**config.mk**
```make
export PLATFORM = sky130hd
export DESIGN_NAME = alu_sequencer
export DESIGN_NICKNAME = d
export VERILOG_FILES = /design/src/rtl/alu_defs.sv /design/src/rtl/alu_sequencer.sv
export SDC_FILE = /design/constraint.sdc
export NUM_CORES = 1
export LEC_CHECK = 0
export CORE_ASPECT_RATIO = 2
export CORE_MARGIN = 4
export CORE_UTILIZATION = 48
export CTS_CLUSTER_DIAMETER = 150
export DETAILED_ROUTE_END_ITERATION = 8
export HOLD_SLACK_MARGIN = 0.02
export PLACE_DENSITY_LB_ADDON = 0.15
export SETUP_SLACK_MARGIN = 0.5
export SLEW_MARGIN = 20
export SYNTH_ARGS = -nofsm -noshare
export SYNTH_HDL_FRONTEND = slang
export SYNTH_SLANG_ARGS = --single-unit
```
**constraint.sdc**
```tcl
create_clock -name clock -period 3.5 [get_ports clock]
set_input_delay 0.7 -clock clock [delete_from_list [all_inputs] [get_ports clock]]
set_output_delay 0.7 -clock clock [all_outputs]
set_load 0.05 [all_outputs]
```
**src/rtl/alu_defs.sv**
```systemverilog
// alu_defs: opcode constants and sequencer state encoding shared by the
// control unit, the ALU and alu_sequencer.
package alu_defs;

    localparam logic [4:0] OP_ADD = 5'b00101;
    localparam logic [4:0] OP_SUB = 5'b00110;
    localparam logic [4:0] OP_MUL = 5'b10000;
    localparam logic [4:0] OP_DIV = 5'b10001;
    localparam logic [4:0] OP_NOP = 5'b11110;

    typedef enum logic [1:0] {
        ST_IDLE   = 2'd0,
        ST_EXEC   = 2'd1,
        ST_RSP_LO = 2'd2,
        ST_RSP_HI = 2'd3
    } seq_state_e;

endpackage

```
**src/rtl/alu_sequencer.sv**
```systemverilog
// alu_sequencer: holds one request stable on the combinational ALU for its
// execute window, captures the double-width result and returns it in 1 or 2 beats.
module alu_sequencer
    import alu_defs::*;
#(
    parameter int DATA_W        = 32,
    parameter int OP_W          = 5,
    parameter int MULDIV_CYCLES = 4
) (
    input  logic                clock,
    input  logic                clear_n,
    input  logic                req_valid,
    output logic                req_ready,
    input  logic [OP_W-1:0]     req_op,
    input  logic [DATA_W-1:0]   req_a,
    input  logic [DATA_W-1:0]   req_b,
    output logic [DATA_W-1:0]   alu_a,
    output logic [DATA_W-1:0]   alu_b,
    output logic [OP_W-1:0]     alu_op,
    input  logic [2*DATA_W-1:0] alu_c,
    output logic                rsp_valid,
    input  logic                rsp_ready,
    output logic [DATA_W-1:0]   rsp_data,
    output logic                rsp_hi,
    output logic                rsp_err,
    output logic                busy
);

    localparam int CNT_W = $clog2(MULDIV_CYCLES) + 1;

    seq_state_e          state_q, state_d;
    logic [OP_W-1:0]     op_q, op_d;
    logic [DATA_W-1:0]   a_q, a_d, b_q, b_d;
    logic [2*DATA_W-1:0] z_q, z_d;
    logic                err_q, err_d;
    logic [CNT_W-1:0]    cnt_q, cnt_d;
    logic                req_md, op_md, div_zero;

    assign req_md   = req_op == OP_W'(OP_MUL) || req_op == OP_W'(OP_DIV);
    assign op_md    = op_q == OP_W'(OP_MUL) || op_q == OP_W'(OP_DIV);
    assign div_zero = op_q == OP_W'(OP_DIV) && b_q == '0;

    always_ff @(posedge clock or negedge clear_n) begin
        if (!clear_n) begin
            state_q <= ST_IDLE;
            op_q    <= OP_W'(OP_NOP);
            a_q     <= '0;
            b_q     <= '0;
            z_q     <= '0;
            err_q   <= 1'b0;
            cnt_q   <= '0;
        end else begin
            state_q <= state_d;
            op_q    <= op_d;
            a_q     <= a_d;
            b_q     <= b_d;
            z_q     <= z_d;
            err_q   <= err_d;
            cnt_q   <= cnt_d;
        end
    end

    always_comb begin
        state_d = state_q;
        op_d    = op_q;
        a_d     = a_q;
        b_d     = b_q;
        z_d     = z_q;
        err_d   = err_q;
        cnt_d   = cnt_q;
        case (state_q)
            ST_IDLE: if (req_valid) begin
                state_d = ST_EXEC;
                op_d    = req_op;
                a_d     = req_a;
                b_d     = req_b;
                err_d   = 1'b0;
                cnt_d   = req_md ? CNT_W'(MULDIV_CYCLES - 1) : '0;
            end
            ST_EXEC: if (cnt_q != '0) begin
                cnt_d = cnt_q - CNT_W'(1);
            end else begin
                // Divide by zero never reaches the ALU; the result is forced to 0.
                state_d = ST_RSP_LO;
                z_d     = div_zero ? '0 : alu_c;
                err_d   = div_zero;
            end
            ST_RSP_LO: if (rsp_ready) state_d = op_md ? ST_RSP_HI : ST_IDLE;
            ST_RSP_HI: if (rsp_ready) state_d = ST_IDLE;
            default:   state_d = ST_IDLE;
        endcase
    end

    always_comb begin
        req_ready = state_q == ST_IDLE;
        busy      = state_q != ST_IDLE;
        rsp_valid = state_q == ST_RSP_LO || state_q == ST_RSP_HI;
        rsp_hi    = state_q == ST_RSP_HI;
        rsp_data  = rsp_hi ? z_q[2*DATA_W-1:DATA_W] : rsp_valid ? z_q[DATA_W-1:0] : '0;
        rsp_err   = err_q;
        alu_a     = state_q == ST_EXEC ? a_q : '0;
        alu_b     = state_q == ST_EXEC ? b_q : '0;
        alu_op    = state_q == ST_EXEC && !div_zero ? op_q : OP_W'(OP_NOP);
    end

endmodule

```
==> run_results.csv <==
group,metric,value,unit
sta,tightest_slew,0.669,ns
synth,ys.warnings.count,0,
synth,ys_types,34,
sta,fin_crit,2.87,ns
synth,syn_inst,627,
global_routing,grt_pass1_wl,30600,um
global_routing,antenna_found_initial,1,
critical_path,r2r_start,"op_q[4]$_DFFE_PN1P_",
clocking,worstSkewPairLatency,0.41,ns
drt,ant_nets,0,
layout,fillers,925,
critical_path,critPathBufInv,1,
min_path,hold_class,"input port to asynchronous set/reset pin",
die,ios,243,
drt,avgViaCountPerCell,5.29,
critical_path,cp-start-kind,"flip-flop",
critical_path,arrival,2.17,ns
critical_path,path_max_fanout,40,
critical_path,cp_top_family,"buffers and inverters",
clocking,clk_path_buf_depth,2,
synth,async_flop_share,100,%
sta,slew_violations,0,
placed_design,portBuffers,242,
sta,relSlewSlack,55.3,%
global_routing,grt_pass1_vias,5929,
critical_path,cp_cell_sequence,"nor2_1, clkdlybuf4s50_1",
layout,final_nets,992,
synth,synth_seq_area_share,53.3,%
die,die_y,173,um
clocking,root_buffer,"clkbuf_16",
drt,vias,5399,
job,cap_violations,0,
clocking,clock-sinks,139,
die,die_w,90.5,um
critical_path,slowest_delay,0.89,ns
clocking,numCtsBuffers,17,
pwr,power.density,1110,nW/um^2
drt,routedWlPerCell,18.6,um
drt,drt-pass1-iter-count,4,
die,dieArea,15700,um^2
critical_path,cp-end-kind,"output pin",
sta,fin_setup_tns,0,ns
sta,whs,0.257,ns
critical_path,regToRegSetupSlack,1.16,ns
sta,hold_violations,0,
placed_design,gp_congestion,0.796,
synth,avgSynthCellArea,10.4,um^2
global_routing,grt_max_degree,72,
synth,synthTopCellsByArea,"dfrtp_1 52%, mux2_2 12%, nand2_1 7.7%",
global_routing,grt.total_usage,24.9,%
synth,synthFlopType,"dfrtp_1",
sta,fmax,0.348,GHz
sta,setup_viol_count_final,0,
layout,layout-drive-gt1-share,22.2,%
pwr,vdd_drop_max,0.744,mV
critical_path,r2r_cells,5,
sta,rsz0062_at_grt,"false",
global_routing,grt_remaining_overflow,0,
synth,yosys.area.top_type,"dfrtp_1",
drt,drc,0,
synth,ys_ff_latch,139,
die,core,13400,um^2
sta,fin_worst_skew,0.0187,ns
synth,synth.cell_area,6540,um^2
critical_path,path_class,"flip-flop to output pin",
critical_path,cp.required,2.80,ns
run_status,status,"finished clean",
synth,syn_nets,766,
synth,synth_edf_count,0,
sta,min_period_over_period,82.1,%
critical_path,r2r_end,"z_q[0]$_DFFE_PN0P_",
drt,drt_wl_total,19000,um
layout,syn2layout_area_growth,57.7,%
die,rows,60,
pwr,p_leak,4.55,nW
clocking,cts_tree,"built",
placed_design,hpwl,14000,um
clocking,cts_max_level,4,
clocking,path_clk_slew,0.06,ns
clocking,post_cts_buffers,0,
die,start_util,48.7,%
drt,drtIter0Drc,147,
synth,yosysTopAreaCellShare,51.7,%
critical_path,cpMaxStageDelayCell,"clkdlybuf4s50_1",
power breakdown:
group,internal [mW],total (mW),switching (mW)
Clock,1.07,1.77,0.702
Sequential,2.45,2.98,0.538
Combinational,3.01,6.70,3.69
cell usage after synthesis (all sizes together) (3+ instances only):
| master | instances |
|---|---|
| mux2i | 32 |
| dfstp | 4 |
| nor4 | 6 |
| nor2 | 4 |
| nand2 | 135 |
| mux2 | 70 |
| inv | 4 |
| and2 | 67 |
| or3 | 4 |
| nor4b | 3 |
| clkbuf | 24 |
| dfrtp | 135 |
| nor2b | 34 |
| o21ai | 65 |
| buf | 21 |
worst max-delay path by stage:
stage,start,end,slack [ns],cells past startpoint
floorplan,op_q[3]$_DFFE_PN1P_,alu_op[0],1.12,6
global placement,state_q[1]$_DFFE_PN0P_,busy,0.74,3
detailed placement,state_q[1]$_DFFE_PN0P_,busy,0.64,3
CTS,state_q[1]$_DFFE_PN0P_,req_ready,0.56,2
global route,op_q[4]$_DFFE_PN1P_,alu_op[1],0.54,5
finish,state_q[1]$_DFFE_PN0P_,req_ready,0.63,2
sequential cells by signal, indices dropped and copies added, names as in the netlist:
register,cells
z_q,64
a_q,32
b_q,32
op_q,5
cnt_q,3
state_q,2
rsp_err,1
stage by stage:
stage / instances / power, mW / worst slack (ns) / cell area (um^2) / utilization, %
floorplan: 627 / 6.72 / 1.12 / 6540 / -
global placement: 989 / 9.57 / 0.743 / 9750 / 72.6
detailed placement: 989 / 9.80 / 0.642 / 9750 / 72.6
CTS: 1020 / 11.6 / 0.558 / 10300 / 76.7
global route: 1021 / 12.0 / 0.544 / 10300 / 76.8
finish: 1021 / 11.5 / 0.625 / 10300 / 76.8
per-layer routing:
metal	GRT usage [%]	part of all wire [%]	up-vias
li1	-	-	2530
met1	24.5	33	2643
met2	46.0	56	189
met3	8.18	6.9	37
met4	11.4	3.6	0
met5	0	0	-
area by class of cell:
type                       count  area [um^2]  share of cell area (%)
inverter                       4         15.0                   0.146
tap                          155          194                    1.88
clock buffer                  19          443                    4.29
sequential                   139         3490                    33.8
timing repair buffer         252         3200                    31.0
clock inverter                12          143                    1.38
antenna                        1         2.50                  0.0243
multi-input combinational    439         2830                    27.5
placed cells by master, fill, tap and decap left out, types with 6 or more instances in the layout:
cell	synthesis	routed
clkdlybuf4s50_1	0	147
nand2_1	135	134
dfrtp_1	135	133
buf_12	0	72
mux2_2	70	70
and2_1	67	65
o21ai_0	56	56
nor2b_1	34	34
mux2i_1	32	32
dlygate4sd2_1	0	25
clkbuf_16	0	17
o21ai_1	9	9
buf_4	0	7
nor4_1	6	6
kinds of logic after synthesis:
group,count (synthesis),share of synthesized area [%]
DFF,139,53.3
AOI/OAI and AO/OA,73,5.80
and+or+nand+nor,262,20.1
buffers and inverters,49,3.48
adders and majority gates,2,0.383
muxes,102,17.0
timing repair:
action                     4_1_cts  5_1_grt
setup endpoints to repair      100        1
pin swaps                        0        0
gates resized for setup         26        1
hold buffers                     0        0
(Power assumes the default switching activity.)
